===== src/rtl/pipe_ctrl_pkg.sv =====
// Shared types and constants for the pipeline hazard controller.
//   state_t         : mul/div sequencing FSM states
//   REG_ZERO        : architectural zero register index
//   MULDIV_LAT_DEF  : default mul/div occupancy of EX, in cycles
//   is_load_use()   : load-use hazard detection between EX and ID
package pipe_ctrl_pkg;

  typedef enum logic {
    IDLE    = 1'b0,
    MD_BUSY = 1'b1
  } state_t;

  localparam logic [4:0]  REG_ZERO       = 5'd0;
  localparam int unsigned MULDIV_LAT_DEF = 4;

  // A load in EX feeds a source that the ID instruction really reads; x0 never hazards.
  function automatic logic is_load_use(
    input logic       mem_read,
    input logic [4:0] rd,
    input logic [4:0] rs1,
    input logic [4:0] rs2,
    input logic       use_rs1,
    input logic       use_rs2
  );
    logic hit1;
    logic hit2;
    hit1 = use_rs1 && (rd == rs1);
    hit2 = use_rs2 && (rd == rs2);
    return mem_read && (rd != REG_ZERO) && (hit1 || hit2);
  endfunction

endpackage


===== src/rtl/pipeline_hazard_ctrl_sat_counter.sv =====
// Saturating up-counter with enable.
//   clk, arst_n : clock, asynchronous active-low reset (clears count)
//   en          : increment request for this edge
//   count       : current value; sticks at all-ones, never wraps
module sat_counter #(
  parameter int unsigned W = 16
) (
  input  logic         clk,
  input  logic         arst_n,
  input  logic         en,
  output logic [W-1:0] count
);

  localparam logic [W-1:0] MAX_VAL = '1;

  // Count enabled edges until the ceiling is reached.
  always_ff @(posedge clk or negedge arst_n) begin
    if (!arst_n) begin
      count <= '0;
    end else if (en && (count != MAX_VAL)) begin
      count <= count + W'(1);
    end
  end

endmodule


===== src/rtl/pipeline_hazard_ctrl.sv =====
// Pipeline sequencing controller: resolves the hazards forwarding cannot.
//   Inputs : EX-stage load/mul-div/branch status, rd of EX, rs1/rs2 (+use) of ID.
//   Outputs: PC / IF/ID / ID/EX enables, IF/ID flush, ID/EX and EX/M bubbles,
//            muldiv_done (combinational), muldiv_busy (registered),
//            stall_cycles (registered saturating count of pc_write=0 cycles).
module pipeline_hazard_ctrl
  import pipe_ctrl_pkg::*;
#(
  parameter int unsigned MULDIV_LAT = MULDIV_LAT_DEF,
  parameter int unsigned CNT_W      = 4,
  parameter int unsigned PERF_W     = 16
) (
  input  logic              clk,
  input  logic              arst_n,
  input  logic              mem_read_ID_EX,
  input  logic [4:0]        rd_ID_EX,
  input  logic [4:0]        rs1_IF_ID,
  input  logic [4:0]        rs2_IF_ID,
  input  logic              use_rs1_IF_ID,
  input  logic              use_rs2_IF_ID,
  input  logic              muldiv_ID_EX,
  input  logic              branch_taken_EX,
  output logic              pc_write,
  output logic              if_id_write,
  output logic              if_id_flush,
  output logic              id_ex_write,
  output logic              id_ex_bubble,
  output logic              ex_mem_bubble,
  output logic              muldiv_busy,
  output logic              muldiv_done,
  output logic [PERF_W-1:0] stall_cycles
);

  // Single-cycle mul/div completes in place; longer ones freeze the front end.
  localparam bit               MD_MULTI = (MULDIV_LAT > 1);
  // The first freeze cycle is spent in IDLE, the last (done) cycle at count 0.
  localparam logic [CNT_W-1:0] CNT_LOAD = MD_MULTI ? CNT_W'(int'(MULDIV_LAT) - 2) : '0;

  state_t           state_q;
  state_t           state_d;
  logic [CNT_W-1:0] cnt_q;
  logic [CNT_W-1:0] cnt_d;
  logic             load_use;

  assign load_use = is_load_use(mem_read_ID_EX, rd_ID_EX, rs1_IF_ID, rs2_IF_ID,
                                use_rs1_IF_ID, use_rs2_IF_ID);

  // FSM state, countdown and busy flag.
  always_ff @(posedge clk or negedge arst_n) begin
    if (!arst_n) begin
      state_q     <= IDLE;
      cnt_q       <= '0;
      muldiv_busy <= 1'b0;
    end else begin
      state_q     <= state_d;
      cnt_q       <= cnt_d;
      muldiv_busy <= (state_d == MD_BUSY);
    end
  end

  // Next state and pipeline control; held at defaults while reset is asserted.
  always_comb begin
    state_d       = state_q;
    cnt_d         = cnt_q;
    pc_write      = 1'b1;
    if_id_write   = 1'b1;
    id_ex_write   = 1'b1;
    if_id_flush   = 1'b0;
    id_ex_bubble  = 1'b0;
    ex_mem_bubble = 1'b0;
    muldiv_done   = 1'b0;

    if (arst_n) begin
      unique case (state_q)
        IDLE: begin
          if (branch_taken_EX) begin
            // Squash the two wrong-path instructions behind the branch.
            if_id_flush  = 1'b1;
            id_ex_bubble = 1'b1;
          end else if (muldiv_ID_EX) begin
            if (!MD_MULTI) begin
              muldiv_done = 1'b1;
            end else begin
              pc_write      = 1'b0;
              if_id_write   = 1'b0;
              id_ex_write   = 1'b0;
              ex_mem_bubble = 1'b1;
              cnt_d         = CNT_LOAD;
              state_d       = MD_BUSY;
            end
          end else if (load_use) begin
            pc_write     = 1'b0;
            if_id_write  = 1'b0;
            id_ex_bubble = 1'b1;
          end
        end

        MD_BUSY: begin
          // EX owns the mul/div here, so branch and muldiv inputs are stale.
          if (cnt_q != '0) begin
            pc_write      = 1'b0;
            if_id_write   = 1'b0;
            id_ex_write   = 1'b0;
            ex_mem_bubble = 1'b1;
            cnt_d         = cnt_q - CNT_W'(1);
          end else begin
            muldiv_done = 1'b1;
            state_d     = IDLE;
            if (load_use) begin
              pc_write     = 1'b0;
              if_id_write  = 1'b0;
              id_ex_bubble = 1'b1;
            end
          end
        end

        default: begin
          state_d = IDLE;
          cnt_d   = '0;
        end
      endcase
    end
  end

  // Performance counter: cycles in which the PC was held.
  sat_counter #(
    .W (PERF_W)
  ) u_stall_cnt (
    .clk    (clk),
    .arst_n (arst_n),
    .en     (!pc_write),
    .count  (stall_cycles)
  );

endmodule


===== config.mk =====
export PLATFORM = sky130hd
export DESIGN_NAME = pipeline_hazard_ctrl
export DESIGN_NICKNAME = d
export VERILOG_FILES = /design/src/rtl/pipe_ctrl_pkg.sv /design/src/rtl/pipeline_hazard_ctrl_sat_counter.sv /design/src/rtl/pipeline_hazard_ctrl.sv
export SDC_FILE = /design/constraint.sdc
export NUM_CORES = 1
export LEC_CHECK = 0
export CAP_MARGIN = 20
export CORE_ASPECT_RATIO = 1.75
export CORE_MARGIN = 8
export CORE_UTILIZATION = 49
export CTS_BUF_LIST = sky130_fd_sc_hd__clkbuf_8
export CTS_CLUSTER_SIZE = 12
export DETAILED_ROUTE_END_ITERATION = 8
export PLACE_DENSITY = 0.94
export SYNTH_ARGS = -nofsm -noshare
export SYNTH_HDL_FRONTEND = slang
export SYNTH_SLANG_ARGS = --single-unit

===== constraint.sdc =====
create_clock -name clk -period 4.5 [get_ports clk]
set_input_delay 0.675 -clock clk [delete_from_list [all_inputs] [get_ports clk]]
set_output_delay 0.675 -clock clk [all_outputs]
set_load 0.01 [all_outputs]

==> key figures, run 1 <==
Clocking
  – CTS H-tree depth: 1
  – CTS root buf: clkbuf_8
  – CTS tree: built
  – Total CTS buffers: 3
  – Count of cells resized by post-cts repair: 0
  – Longest Clk Path Bufs: 2
  – Post-CTS setup buffers: 0
  – CTS hold repair buffers: 0
  – Clk pin slew, worst setup/hold paths: 70 ps
  – Clock Latency Late Sink: 270 ps
  – TritonCTS Sinks: 21

Route
  – Detailed-route via count: 1165
  – Post-route ant nets: 0
  – Iteration-0 DRC Markers: 35
  – Detail-routed via count per cell: 5.74
  – Pre-antenna DRT Iters: 4
  – DR WL/cell: 16.1 µm
  – Total wire length: 3270 µm
  – DR DRC count: 0

Layout
  – Final Core Density: 71.6%
  – Post-route cell area: 1780 µm²
  – Fin cells: 203
  – Fin nets: 203
  – Layout cells sized above 1: 7.91%
  – Diodes inserted: 0
  – Area growth, synth to finish: 39.9%

Worst hold path
  – Worst Hold Launch: cnt_q[0]
  – Min-delay worst type: reg -> reg

Critical path
  – Worst R2R Start: u_stall_cnt.count[0]
  – Crit path kind: in -> out
  – CP max FO: 16
  – CP startpoint: rd_ID_EX[3]
  – WP data arrival: 2840 ps
  – CP required: 3830 ps
  – Crit end category: output port
  – Startpoint types: primary input

Die
  – Row count: 24
  – IO Count: 46
  – Die ar.: 4550 µm²
  – Core area: 2490 µm²
  – Die height: 83.5 µm
  – Die Width: 54.6 µm
  – Starting density of the core: 51.2%

Logic synthesis
  – Cells after synthesis: 130
  – Syn avg cell area: 9.81 µm²
  – Syn nets: 155
  – Yosys warning total: 0
  – Synth cell types: 39
  – Post-Syn Area: 1270 µm²
  – Yosys reg bits: 21
  – Seq/Total Area, Yosys: 41.2%

STA
  – TNS Setup: 0 ps
  – Worst Skew: 5.16 ps
  – Slew at the pin with the worst max-slew slack: 833 ps
  – Slew Viols, Final: 0
  – Final setup margin: 981 ps
  – Final Setup Violations: 0
  – Tmin final: 3520 ps
  – Period utilization: 78.2%
  – Fin. Hold Viols: 0
  – RSZ-0062 raised after global routing: no
  – Slew headroom: 44.4%
  – FMAX: 284 MHz

Global route
  – Initial antenna violation count: 0
  – Largest net degree at the start of global routing: 28
  – Overflow after GRT: 0
  – Tot GR Track Use: 15.1%
  – Vias in the first global route: 1285
  – First-pass GRT wire length: 5490 µm

Placed design
  – Placer Congestion: 0.788
  – I/O Buffers: 45
  – Placed inst area: 1740 µm²
  – Detailed Place HPWL: 2660 µm
  – Pre-CTS setup slack: 986 ps
  – Dpl cells: 199

Power and ir drop
  – Int Pwr: 431 µW
  – Reg power frac: 41.6%
  – Max rail drop VDD: 0.314 mV
  – Logic gate share of total power: 39.9%
  – NetSw: 246 µW
  – Clock power share: 18.5%
  – Pwr dens: 379 nW/µm²
  – Switching share of power: 36.3%
  – Leakage dissipation: 0.744 nW

Flow run
  – Max-cap viol count: 0

Outcome
  – Status: finished, final reports clean
-- kinds of logic after synthesis --
group / Yosys count / synth area share [%]
compound gates: 14 / 7.95
xor+xnor: 24 / 16.5
fa+ha+maj: 3 / 2.94
buf+inv: 8 / 3.53
flops: 21 / 41.2
mux: 2 / 2.06
simple gates: 58 / 25.8
-- Yosys cell counts (all sizes together) --
cell,n,area [µm²]
and2b,1,7.51
nor3b,2,20.0
nand4,5,37.5
xor2,9,78.8
o311ai,1,8.76
a32oi,1,8.76
and3,6,37.5
and2,5,35.0
buf,3,26.3
dfrtp,21,526
nand3b,2,15.0
a21oi,2,10.0
o2bb2ai,1,8.76
nand3,9,45.0
nor2,7,26.3
nand2b,1,6.26
or3,1,6.26
a31oi,1,6.26
inv,5,18.8
or4,1,7.51
nand2,13,51.3
xnor2,15,131
nor3,3,15.0
nor4,2,18.8
ha,3,37.5
o41ai,1,8.76
o21ai,7,50.1
mux2,2,26.3
-- sequential cells by signal, indices dropped and copies added (netlist names) --
register / cells
cnt_q: 4
state_q: 1
u_stall_cnt.count: 16
-- placed cells by master, fill, tap and decap left out, drive strengths merged, types with 2 or more instances in the layout --
| master | count |
|---|---|
| nand3 | 9 |
| a21oi | 2 |
| nor2 | 7 |
| inv | 6 |
| nand4 | 5 |
| and2 | 5 |
| dfrtp | 21 |
| xor2 | 9 |
| xnor2 | 15 |
| nand3b | 2 |
| mux2 | 2 |
| and3 | 6 |
| o21ai | 7 |
| nor3b | 2 |
| clkbuf | 3 |
| clkdlybuf4s50 | 45 |
| nor3 | 3 |
| nand2 | 13 |
| nor4 | 2 |
| ha | 3 |
-- critical path, cell delays in order --
cell	delay, ps
clkdlybuf4s50_1	470
xor2_1	190
nor4_2	280
a32oi_1	200
o21ai_4	390
nand2_1	140
clkdlybuf4s50_1	500
-- power groups by stage --
stage / clock network, mW / registers (mW) / logic (mW)
4_1_cts: 0.123 / 0.281 / 0.275
6_report: 0.125 / 0.281 / 0.270
3_5_place_dp: 0 / 0.283 / 0.272
5_1_grt: 0.131 / 0.288 / 0.294
2_1_floorplan: 0 / 0.283 / 0.145
3_3_place_gp: 0 / 0.278 / 0.258
-- layout make-up --
cell class	count	area, µm²
Clock buffer	3	41.3
Clock inverter	1	3.75
Fill cell	173	708
Inverter	5	18.8
Multi-Input combinational cell	101	704
Sequential cell	21	526
Tap cell	26	32.5
Timing Repair Buffer	46	458
-- metal layers --
| metal | up-vias | track usage [%] | wire (µm) |
|---|---|---|---|
| li1 | 544 | - | - |
| met1 | 559 | 15.2 | 1200 |
| met2 | 53 | 26.2 | 1760 |
| met3 | 9 | 5.71 | 249 |
| met4 | 0 | 5.63 | 61 |
| met5 | - | 0 | 0 |
-- path summary, 6_finish.rpt --
check	depth (start not counted)	slack, ps	endpoint
setup / recovery	7	980	if_id_write
hold / removal	2	510	cnt_q[0]
setup reg to reg	7	2110	u_stall_cnt.count[1]
hold reg to reg	2	510	cnt_q[0]
max in group asynchronous	2	3510	u_stall_cnt.count[2]
min in group asynchronous	2	760	state_q
-- per-stage QoR --
step | hold slack, ps | total power, mW
floorplan | 379 | 0.428
global placement | 471 | 0.537
detailed placement | 492 | 0.555
CTS | 508 | 0.679
global route | 531 | 0.713
finish | 511 | 0.676
No activity file was read; power rests on OpenSTA's default activity.
==> inputs of run 2 (changes only) <==
--- a/config.mk
+++ b/config.mk
@@ -8,11 +8,11 @@
 export CAP_MARGIN = 20
 export CORE_ASPECT_RATIO = 1.75
 export CORE_MARGIN = 8
-export CORE_UTILIZATION = 49
+export CORE_UTILIZATION = 46
 export CTS_BUF_LIST = sky130_fd_sc_hd__clkbuf_8
 export CTS_CLUSTER_SIZE = 12
 export DETAILED_ROUTE_END_ITERATION = 8
-export PLACE_DENSITY = 0.94
+export PLACE_DENSITY = 0.89
 export SYNTH_ARGS = -nofsm -noshare
 export SYNTH_HDL_FRONTEND = slang
 export SYNTH_SLANG_ARGS = --single-unit
==> constraint.sdc (replaced) <==
create_clock -name clk -period 3.3 [get_ports clk]
set_input_delay 0.495 -clock clk [delete_from_list [all_inputs] [get_ports clk]]
set_output_delay 0.495 -clock clk [all_outputs]
set_load 0.01 [all_outputs]
==> run 2 against run 1 <==
Against the previous run:
- non-clock buffer count rose by 2
- wire length fell by 1.1%
- critical path type unchanged
- global-route usage fell by 2.2 points
- die area rose by 4.9%
- clock power rose by 35%
- clock skew barely moved
- register-to-register slack got worse by 810 ps
- power rose by 38%
- combinational power rose by 43%
==> key figures, run 2 (synthesis gave the netlist of run 1 again) <==
Route
  – Iteration-0 DRC Markers: 24 (was 35)
  – Total wire length: 3230 µm (was 3270 µm)
  – DR WL/cell: 15.7 µm (was 16.1 µm)
  – Detailed-route via count: 1143 (was 1165)
  – Post-route ant nets: 0 (unchanged)
  – DR DRC count: 0 (unchanged)
  – Detail-routed via count per cell: 5.55 (was 5.74)
  – Pre-antenna DRT Iters: 4 (unchanged)

Clocking
  – Total CTS buffers: 3 (unchanged)
  – CTS H-tree depth: 1 (unchanged)
  – Clock Latency Late Sink: 260 ps (was 270 ps)
  – CTS root buf: clkbuf_8 (unchanged)
  – Clk pin slew, worst setup/hold paths: 70 ps (about the same)
  – CTS tree: built (unchanged)
  – Post-CTS setup buffers: 0 (unchanged)
  – Longest Clk Path Bufs: 2 (unchanged)
  – TritonCTS Sinks: 21 (unchanged)

STA
  – Slew Viols, Final: 0 (unchanged)
  – FMAX: 339 MHz
  – Slew at the pin with the worst max-slew slack: 535 ps (was 833 ps)
  – Period utilization: 89.4%
  – Fin. Hold Viols: 0 (unchanged)
  – TNS Setup: 0 ps (unchanged)
  – RSZ-0062 raised after global routing: no (unchanged)
  – Worst Skew: 4.83 ps (was 5.16 ps)
  – Tmin final: 2950 ps
  – Slew headroom: 63.7% (was 44.4%)
  – Final Setup Violations: 0 (unchanged)

Placed design
  – I/O Buffers: 45 (unchanged)
  – Placer Congestion: 0.766 (was 0.788)
  – Detailed Place HPWL: 2580 µm (was 2660 µm)
  – Placed inst area: 1760 µm² (was 1740 µm²)
  – Dpl cells: 202 (was 199)

Flow run
  – Max-cap viol count: 0 (unchanged)

Power and ir drop
  – Leakage dissipation: 0.775 nW (was 0.744 nW)
  – Max rail drop VDD: 0.523 mV (was 0.314 mV)
  – Pwr dens: 514 nW/µm² (was 379 nW/µm²)

Global route
  – Overflow after GRT: 0 (unchanged)
  – Tot GR Track Use: 13.0% (was 15.1%)
  – Initial antenna violation count: 0 (unchanged)
  – Vias in the first global route: 1263 (was 1285)
  – Largest net degree at the start of global routing: 27 (was 28)
  – First-pass GRT wire length: 5200 µm (was 5490 µm)

Critical path
  – CP required: 2800 ps (was 3830 ps)
  – Crit path kind: in -> out (unchanged)
  – Crit end category: output port (unchanged)
  – CP max FO: 3 (was 16)
  – Startpoint types: primary input (unchanged)
  – WP data arrival: 2460 ps (was 2840 ps)

Layout
  – Layout cells sized above 1: 10.6% (was 7.91%)
  – Largest regs: u_stall_cnt.count: 16 flops, cnt_q: 4 flops, state_q: 1 flops (unchanged)
  – Post-route cell area: 1820 µm² (was 1780 µm²)
  – Diodes inserted: 0 (unchanged)
  – Final Core Density: 68.4% (was 71.6%)
  – Area growth, synth to finish: 42.7% (was 39.9%)
  – Commonest non-fill, non-tap cell in the layout: clkdlybuf4s50_1 (unchanged)
  – Filler cells: 192 (was 173)
  – Fin cells: 206 (was 203)
  – Reg with most FFs: u_stall_cnt.count (unchanged)
  – Fin nets: 205 (was 203)
  – Most frequent cells in the layout: clkdlybuf4s50_1 (44), dfrtp_1 (21), xnor2_1 (15) (was clkdlybuf4s50_1 (45), dfrtp_1 (21), xnor2_1 (15))
  – Max FFs per register: 16 (unchanged)

Die
  – Die ar.: 4780 µm² (was 4550 µm²)
  – Core area: 2660 µm² (was 2490 µm²)
  – Row count: 25 (was 24)
  – Die Width: 55.8 µm (was 54.6 µm)
  – Die height: 85.6 µm (was 83.5 µm)
  – IO Count: 46 (unchanged)
  – Starting density of the core: 48.0% (was 51.2%)

Worst hold path
  – Min-delay worst type: reg -> reg (unchanged)

Outcome
  – Status: finished, final reports clean (unchanged)
## run 2: layout make-up
cell class / count / area [µm²] / area share, %
Tap cell: 27 / 33.8 / 1.86
Clock inverter: 1 / 5.00 / 0.275
Multi-Input combinational cell: 101 / 719 / 39.5
Clock buffer: 3 / 41.3 / 2.27
Timing Repair Buffer: 48 / 475 / 26.1
Sequential cell: 21 / 526 / 28.9
Inverter: 5 / 18.8 / 1.03
## run 2: worst paths after layout
path | endpoint | slack [ps] | start | depth (start not counted)
min in group asynchronous | u_stall_cnt.count[0] | 610 | arst_n | 2
min | u_stall_cnt.count[9] | 500 | u_stall_cnt.count[9] | 1
min reg2reg | u_stall_cnt.count[9] | 500 | u_stall_cnt.count[9] | 1
max | if_id_write | 350 | rd_ID_EX[0] | 6
max in group asynchronous | u_stall_cnt.count[15] | 2440 | arst_n | 2
max reg2reg | u_stall_cnt.count[12] | 1300 | cnt_q[0] | 9
## run 2: metrics by stage
stage / worst slack (ps) / hold slack, ps / power [mW]
floorplan: 1090 / 199 / 0.584
global placement: 258 / 472 / 0.739
detailed placement: 167 / 489 / 0.769
CTS: 163 / 505 / 0.943
global route: 255 / 514 / 0.992
finish: 348 / 498 / 0.935
## run 2: report_power, final
| part | internal, mW | switching [mW] |
|---|---|---|
| logic | 0.199 | 0.186 |
| registers | 0.313 | 0.0674 |
| clock network | 0.0842 | 0.0850 |
| total | 0.596 | 0.339 |
## run 2: critical path: stages
cell	delay, ps
clkdlybuf4s50_1	470
or4_1	550
o21ai_2	220
o21ai_4	80
nand2_1	90
clkdlybuf4s50_1	550
## run 2: per-layer routing
layer / vias to the layer above / share of wire, % / GRT usage (%)
met5: - / 0 / 0
met2: 53 / 54 / 24.8
met3: 4 / 8.4 / 5.03
met1: 539 / 37 / 11.7
li1: 547 / - / -
met4: 0 / 0.96 / 4.73
## run 2: timing repair
| action | CTS | global route |
|---|---|---|
| hold buffers | 0 | 0 |
| endpoints found under the setup margin | 0 | 1 |
| resized for setup | 0 | 3 |
